File: config.mk
export PLATFORM = sky130hd
export DESIGN_NAME = debounced_accum_calc
export DESIGN_NICKNAME = d
export VERILOG_FILES = /design/src/rtl/debounced_accum_calc.sv
export SDC_FILE = /design/constraint.sdc
export NUM_CORES = 1
export LEC_CHECK = 0
export BUFFER_PORTS_ARGS = -buffer_cell sky130_fd_sc_hd__buf_2
export CORE_ASPECT_RATIO = 1.4
export CORE_MARGIN = 1.5
export CORE_UTILIZATION = 56
export DETAILED_ROUTE_END_ITERATION = 6
export PLACE_DENSITY = 0.81
export SLEW_MARGIN = 20
export SYNTH_ARGS = -nofsm -noshare
export SYNTH_HDL_FRONTEND = slang
export SYNTH_SLANG_ARGS = --single-unit
File: constraint.sdc
create_clock -name sys_clk -period 8.6 [get_ports sys_clk]
set_input_delay 0.43 -clock sys_clk [delete_from_list [all_inputs] [get_ports sys_clk]]
set_output_delay 0.43 -clock sys_clk [all_outputs]
set_load 0.01 [all_outputs]
File: src/rtl/debounced_accum_calc.sv
// Keypad calculator core with button conditioning.
// Each raw button passes through a 2-FF synchroniser and a stability-count
// debouncer; the debounced rising edge becomes a one-cycle pulse.
// Load pulses push zero-extended key_pad values into a bounded operand
// buffer. A sum pulse walks the buffer one operand per cycle and adds or
// subtracts them.
// Ports:
//   sys_clk, sys_rst       clock, async active-high reset
//   load/sum/clr_button    raw async push-buttons
//   sub_mode               0=add, 1=subtract (latched on accepted sum)
//   key_pad                operand (latched on accepted load)
//   result, result_valid   accumulator output and its valid flag
//   op_count               operands held in the buffer
//   busy                   accumulation in progress
//   overflow, load_err     sticky carry/borrow and buffer-full flags

// One conditioned button: synchroniser -> debouncer -> rising-edge pulse.
module btn_cond #(
  parameter int DEB_CYCLES = 4
) (
  input  logic clk,
  input  logic rst,
  input  logic raw,
  output logic pulse
);
  localparam int CW = $clog2(DEB_CYCLES);

  logic [1:0]    sync_q;
  logic          level_q;
  logic [CW-1:0] cnt_q;

  always_ff @(posedge clk or posedge rst) begin
    if (rst) begin
      sync_q  <= '0;
      level_q <= 1'b0;
      cnt_q   <= '0;
      pulse   <= 1'b0;
    end else begin
      sync_q <= {sync_q[0], raw};
      pulse  <= 1'b0;
      // Level flips only after DEB_CYCLES consecutive mismatching samples;
      // any agreeing sample restarts the count.
      if (sync_q[1] != level_q) begin
        if (cnt_q == CW'(DEB_CYCLES - 1)) begin
          level_q <= sync_q[1];
          cnt_q   <= '0;
          pulse   <= sync_q[1];
        end else begin
          cnt_q <= cnt_q + CW'(1);
        end
      end else begin
        cnt_q <= '0;
      end
    end
  end
endmodule

module debounced_accum_calc #(
  parameter int DIGIT_W    = 4,
  parameter int NUM_OPS    = 4,
  parameter int ACC_W      = 8,
  parameter int DEB_CYCLES = 4
) (
  input  logic                         sys_clk,
  input  logic                         sys_rst,
  input  logic                         load_button,
  input  logic                         sum_button,
  input  logic                         clr_button,
  input  logic                         sub_mode,
  input  logic [DIGIT_W-1:0]           key_pad,
  output logic [ACC_W-1:0]             result,
  output logic                         result_valid,
  output logic [$clog2(NUM_OPS+1)-1:0] op_count,
  output logic                         busy,
  output logic                         overflow,
  output logic                         load_err
);
  localparam int CNT_W = $clog2(NUM_OPS+1);

  typedef enum logic [1:0] {IDLE, ACCUM, DONE} state_t;

  // Button index: 0=load, 1=sum, 2=clr
  logic [2:0] raw_btn, btn_pulse;
  assign raw_btn = {clr_button, sum_button, load_button};

  for (genvar b = 0; b < 3; b++) begin : g_btn
    btn_cond #(.DEB_CYCLES(DEB_CYCLES)) u_btn (
      .clk   (sys_clk),
      .rst   (sys_rst),
      .raw   (raw_btn[b]),
      .pulse (btn_pulse[b])
    );
  end

  logic load_p, sum_p, clr_p;
  assign load_p = btn_pulse[0];
  assign sum_p  = btn_pulse[1];
  assign clr_p  = btn_pulse[2];

  state_t                         state_q, state_d;
  logic [NUM_OPS-1:0][ACC_W-1:0]  op_buf;
  logic [ACC_W-1:0]               acc_q;
  logic [CNT_W-1:0]               idx_q;
  logic                           mode_q;
  logic                           do_load, do_sum, acc_step;
  logic [ACC_W-1:0]               cur_op, acc_nxt;
  logic                           ovf_nxt;
  logic [ACC_W:0]                 sum_w, diff_w;

  always_ff @(posedge sys_clk or posedge sys_rst) begin
    if (sys_rst) state_q <= IDLE;
    else         state_q <= state_d;
  end

  // Next state and per-cycle actions; clr outranks sum outranks load.
  always_comb begin
    state_d  = state_q;
    do_load  = 1'b0;
    do_sum   = 1'b0;
    acc_step = 1'b0;
    if (clr_p) begin
      state_d = IDLE;
    end else begin
      case (state_q)
        IDLE: begin
          if (sum_p) begin
            do_sum  = 1'b1;
            state_d = ACCUM;
          end else if (load_p) begin
            do_load = 1'b1;
          end
        end
        ACCUM: begin
          acc_step = 1'b1;
          if (op_count == '0 || idx_q == op_count - CNT_W'(1)) state_d = DONE;
        end
        DONE:    state_d = IDLE;
        default: state_d = IDLE;
      endcase
    end
  end

  assign busy = (state_q == ACCUM);

  // Operand mux and one accumulation step.
  always_comb begin
    cur_op = '0;
    for (int i = 0; i < NUM_OPS; i++)
      if (idx_q == CNT_W'(i)) cur_op = op_buf[i];
    sum_w  = {1'b0, acc_q} + {1'b0, cur_op};
    diff_w = {1'b0, acc_q} - {1'b0, cur_op};
    if (!mode_q) begin
      acc_nxt = sum_w[ACC_W-1:0];
      ovf_nxt = sum_w[ACC_W];
    end else if (idx_q == '0) begin
      // Subtraction starts from the first operand, not from zero.
      acc_nxt = cur_op;
      ovf_nxt = 1'b0;
    end else begin
      acc_nxt = diff_w[ACC_W-1:0];
      ovf_nxt = diff_w[ACC_W];
    end
  end

  always_ff @(posedge sys_clk or posedge sys_rst) begin
    if (sys_rst) begin
      op_buf       <= '0;
      op_count     <= '0;
      acc_q        <= '0;
      idx_q        <= '0;
      mode_q       <= 1'b0;
      result       <= '0;
      result_valid <= 1'b0;
      overflow     <= 1'b0;
      load_err     <= 1'b0;
    end else if (clr_p) begin
      op_buf       <= '0;
      op_count     <= '0;
      acc_q        <= '0;
      idx_q        <= '0;
      result       <= '0;
      result_valid <= 1'b0;
      overflow     <= 1'b0;
      load_err     <= 1'b0;
    end else begin
      if (do_load) begin
        if (op_count < CNT_W'(NUM_OPS)) begin
          for (int i = 0; i < NUM_OPS; i++)
            if (op_count == CNT_W'(i)) op_buf[i] <= ACC_W'(key_pad);
          op_count     <= op_count + CNT_W'(1);
          result_valid <= 1'b0;
        end else begin
          load_err <= 1'b1;
        end
      end
      if (do_sum) begin
        mode_q   <= sub_mode;
        acc_q    <= '0;
        idx_q    <= '0;
        overflow <= 1'b0;
      end
      if (acc_step && op_count != '0) begin
        acc_q <= acc_nxt;
        idx_q <= idx_q + CNT_W'(1);
        if (ovf_nxt) overflow <= 1'b1;
      end
      // result only moves here, so a partial sum is never exposed.
      if (state_q == DONE) begin
        result       <= acc_q;
        result_valid <= 1'b1;
      end
    end
  end
endmodule

-- After elaboration in Yosys (flattened, before gate mapping)
Index checks and enable logic that the tools add are counted.
- flip-flop bits (word level): 78
- bits of input ports: 10
- output and inout port bits: 15
- word-level logic and storage cells: 143
- $add $sub $neg: 8
- magnitude comparators: 1
- equality and inequality tests: 18
- muxes and demuxes: 62
- bitwise logic cells: 1
- reduce and logical (&&, ||, !) cells: 28
- operator list (cell ; number):
    two-way mux 8 bit ; 15
    two-way mux 32 bit ; 3
    two-way mux 1 bit ; 28
    two-way mux 2 bit ; 9
    two-way mux 3 bit ; 6
    AND reduction 2 bit ; 8
    nonzero test 2 bit ; 7
    equality test 3 x 2 -> 1 bit (second input constant) ; 4
    AND reduction 3 bit ; 4
    nonzero test 3 bit ; 4
    adder 8 x 8 -> 9 bit ; 1
    subtractor 8 x 8 -> 9 bit ; 1
    equality test 2 bit (second input constant) ; 4
    adder 2 x 1 -> 2 bit (second input constant) ; 3
    adder 3 x 1 -> 3 bit (second input constant) ; 2
    equality test 3 x 1 -> 1 bit (second input constant) ; 2
    zero test 3 bit ; 2
    inequality test 3 x 1 -> 1 bit (second input constant) ; 2
    one-hot mux 2 bit (2 select lines) ; 1
    equality test 3 bit ; 1
    < comparator 3 bit (second input constant) ; 1
    inequality test 1 bit ; 3
    subtractor 3 x 1 -> 3 bit (second input constant) ; 1
    equality test 2 x 1 -> 1 bit (second input constant) ; 1
    5 further kinds ; 5

-- Logic depth before layout (Yosys ltp)
- word-level depth: 11
- gate-level depth with buffers: 14
- mapped depth without buffers: 13

-- Cells and area by module
A second synthesis with hierarchy kept.
- cells, all modules: 344
- area total of the unflattened synthesis: 3352.0 sq um
- modules (own cells, without submodules) (module ; times used ; cells each ; area each (sq um) ; seq. area each (sq um)):
    debounced_accum_calc ; 1 ; 305 ; 2713.9 ; 1101.1
    btn_cond ; 3 ; 13 ; 212.7 ; 150.1

-- Least setup slack after synthesis
No wires, ideal clock.
- kind: register to register
- start point: register idx_q[1]
- end point: register acc_q[6]
- setup time: 126 ps
- arrival: 2724 ps
- data required time: 8474 ps
- slack: 5750 ps
- cell stages (with the launch flop): 14
- path buffers: 1
- period minus slack after synthesis: 2850 ps
- path through: dfrtp_1 > inv_1 > ha_1 > clkbuf_2 > nand2_1 > o211ai_1 > a32oi_1 > inv_1 > fa_1 > or2_4 > a21oi_2 > nor4_1 > xor2_1 > a221o_1
- cells in the longest elaborated chain, start to end: 10
- elaborated cells on any way between the ends: 14
- those cells by class: add/sub: 2; eq/ne: 3; mux: 8; reduce/logical: 1
- ends and longest elaborated chain (element ; RTL line ; source):
    start: declaration ; 103 ; logic [CNT_W-1:0] idx_q;
    start signal: assignment ; 204 ; idx_q <= idx_q + CNT_W'(1);
    zero test 3 bit ; 149, 155 ;
    two-way mux 8 bit (4 in a row) ; 149 ; if (idx_q == CNT_W'(i)) cur_op = op_buf[i];
    subtractor 8 x 8 -> 9 bit ; 151 ; diff_w = {1'b0, acc_q} - {1'b0, cur_op};
    two-way mux 8 bit ; 155 ; end else if (idx_q == '0) begin
    two-way mux 8 bit * ; 152 ; if (!mode_q) begin
    two-way mux 8 bit * ; 202 ; if (acc_step && op_count != '0) begin
    two-way mux 8 bit * ; 176 ; end else if (clr_p) begin
    end signal: assignment ; 203 ; acc_q <= acc_nxt;
    end: declaration ; 102 ; logic [ACC_W-1:0] acc_q;
Every way passes the cells marked *; elsewhere a longest branch is shown, timed or not.
A chain may end at the register's enable or synchronous reset.

-- Worst setup path after layout
- start point: register idx_q[0]
- end point: register acc_q[6]
The elaborated chain is that of the path after synthesis.

==> flow_metrics.env <==
export IMPL_period_needed_ns=3.156
export IMPL_layout_cells_non_filler=440
export IMPL_antenna_cells=0
export IMPL_antenna_found_initial=0
export IMPL_cts_tree="built"
export IMPL_grt_pass1_wl_um=11550
export IMPL_cp_required_ns=8.84
export IMPL_num_vias=2475
export IMPL_tns_ns=0
export IMPL_netlist_area_mm2=0.003323
export IMPL_r2r_start="idx_q[0]"
export IMPL_synth_top_area_frac=0.4669
export IMPL_htree_levels=3
export IMPL_clock_skew_ns=0.007202
export IMPL_cts_made_buffers=9
export IMPL_routed_wirelength_um=6798
export IMPL_yosysMostFrequentCell="dfrtp_1"
export IMPL_power_density_mw_per_mm2=347.1
export IMPL_critPathArrivalTime_ns=3.39
export IMPL_syn_area_per_cell_um2=9.745
export IMPL_ant_nets=0
export IMPL_fin_crit_sh=0.3669
export IMPL_slew_violations=0
export IMPL_cap_viol_max_count=0
export IMPL_grt_max_degree=63
export IMPL_clkLatencyLatePin_ns=0.35
export IMPL_path_clk_slew_ns=0.08
export IMPL_clock_sinks=62
export IMPL_area_delta_synth_final_pct=9.488
export IMPL_postSynthCellCount=341
export IMPL_drive_gt1_frac=0.1486
export IMPL_synth_ff_type="dfrtp_1"
export IMPL_clock_path_buffers=2
export IMPL_grtUsageTotal=0.2439
export IMPL_grt_pass1_vias=2443
export IMPL_hold_slack_ns=0.1836
export IMPL_hpwlAfterDp_um=4953
export IMPL_numPortBuffers=24
export IMPL_ir_drop_mv=0.1806
export IMPL_synth_edf_count=0
export IMPL_die_area_mm2=0.006412
export IMPL_via_per_inst=5.625
export IMPL_wl_per_cell_um=15.45
export IMPL_max_freq_ghz=0.3169
export IMPL_cts_setup_buffers=0
export IMPL_p_sw_mw=0.5256
export IMPL_setup_viol=0
export IMPL_die_h_um=94.15
export IMPL_final_util=0.6294
export IMPL_core_area_mm2=0.005781
export IMPL_power_leakage_nw=1.706
export IMPL_cts_hold_buffers=0
export IMPL_die_w_um=68.11
export IMPL_grt_overflow=0
export IMPL_power_mw=1.263
export IMPL_synth_distinct_cells=51
export IMPL_hold_start="load_button"
export IMPL_status="finished, final reports clean"
export IMPL_combPwrFrac=0.443
export IMPL_pwr_share_seq=0.369
export IMPL_grt_setup_unrepaired="no"
export IMPL_seq_area_frac_synth=0.4669
export IMPL_ys_top_cells_by_area="dfrtp_1 47%, ha_1 8.3%, nand2_1 6.1%, a21oi_1 4.8%, inv_1 2.5%"
export IMPL_initial_utilization=0.5749
export IMPL_cts_resized=0
export IMPL_drt_initial_drc_count=225
export IMPL_switching_share=0.4161
export IMPL_yosys_register_bits=62
export IMPL_yosysTopAreaCell="dfrtp_1"
export IMPL_cts_root_buf="clkbuf_8"
export IMPL_p_int_mw=0.7374
export IMPL_syn_nets=375
export IMPL_crit_path_start="idx_q[0]"
export IMPL_ios=25
export IMPL_p_clk_frac=0.188
export IMPL_tightest_slew_ns=0.7665
export IMPL_firstDrtPassIters=5
export IMPL_place_congestion=0.8989
export IMPL_crit_type="reg2reg"
export IMPL_critPathLaunchType="flop"
export IMPL_cp_max_fo=6
export IMPL_remaining_drc_errors=0
export IMPL_synth_common_cells="62 x dfrtp_1, 54 x nand2_1, 32 x a21oi_1"
export IMPL_rows=33
export IMPL_synth_async_reset_ratio=1.000
export IMPL_hold_viol=0
export IMPL_placed_cells=424
export IMPL_hp_class="in2reg"
export IMPL_worst_setup_path_end_kind="flop"
export IMPL_relSlewSlack=0.4890
export IMPL_yosysWarnings=0
export IMPL_nNetsFinal=399
## power by group through the flow
stage	registers, mW	logic [mW]	clock network, mW
after global routing	0.479	0.632	0.253
after floorplan	0.445	0.463	0
after global placement	0.464	0.537	0
final	0.466	0.560	0.237
after CTS	0.465	0.559	0.241
after detailed placement	0.471	0.556	0
## worst max-delay path, cell delays in order, from the launching register on
cell and delay [ns]:
dfrtp_1 0.45, inv_1 0.09, ha_1 0.28, inv_1 0.12
o211ai_1 0.09, a32oi_1 0.41, inv_1 0.15, fa_1 0.45
or2_4 0.26, a21oi_2 0.20, nor4_1 0.08, xor2_1 0.15
a221o_1 0.32
## registers in the layout, summed over array words and instances, names as in the netlist, 2 cells and up
signal and cells:
acc_q 8, g_btn.u_btn.cnt_q 6, g_btn.u_btn.level_q 3, g_btn.u_btn.pulse 3, g_btn.u_btn.sync_q 6, idx_q 3
op_buf 16, op_count 3, result 8, state_q 2
## layout make-up
cell class,count,area [µm²]
well taps,70,87.58
repair buffers,26,135.1
clock buffers,10,137.6
multi-input cells,244,1599
clock inverters,6,45.04
flip-flops and latches,62,1551
inverters,22,82.58
fillers,502,2142
## metal layers
layer / global-route usage / vias to the layer above / share of wire
met5: 0 / - / 0
met4: 0.1033 / 0 / 0.026
met3: 0.06715 / 15 / 0.035
met2: 0.3981 / 56 / 0.53
met1: 0.2967 / 1185 / 0.41
li1: - / 1219 / -
## cells by family after synthesis
kind of cell	count (synthesis)	share of synthesized area
simple gates	126	0.1879
flops	62	0.4669
fa+ha+maj	24	0.09488
buf+inv	35	0.05196
mux	4	0.01205
xor+xnor	11	0.02899
compound gates	79	0.1574
## cell usage in the layout (no fill, tap or decap), drive strengths merged, types with 10 or more instances in the layout
| cell type | count |
|---|---|
| nand2 | 56 |
| ha | 22 |
| dfrtp | 62 |
| clkbuf | 10 |
| a21oi | 33 |
| o21ai | 13 |
| buf | 26 |
| nor2 | 22 |
| nand3 | 15 |
| inv | 24 |
## final timing paths
check,endpoint,slack (ns),cells past startpoint
worst max-delay path,acc_q[6],5.44,12
worst min-delay path,g_btn[0].u_btn.sync_q[0],0.18,1
worst max register to register,acc_q[6],5.44,12
worst min register to register,g_btn[0].u_btn.sync_q[1],0.36,0
max in group asynchronous,result_valid,7.79,3
min in group asynchronous,g_btn[0].u_btn.sync_q[1],0.30,3
## stage by stage
step / area [µm²] / setup slack, ns
6_report: 3638 / 5.444
5_1_grt: 3638 / 5.245
4_1_cts: 3638 / 5.439
3_5_place_dp: 3456 / 5.434
3_3_place_gp: 3456 / 5.624
2_1_floorplan: 3323 / 5.750
Note: power is estimated with default switching activity, not from simulation.
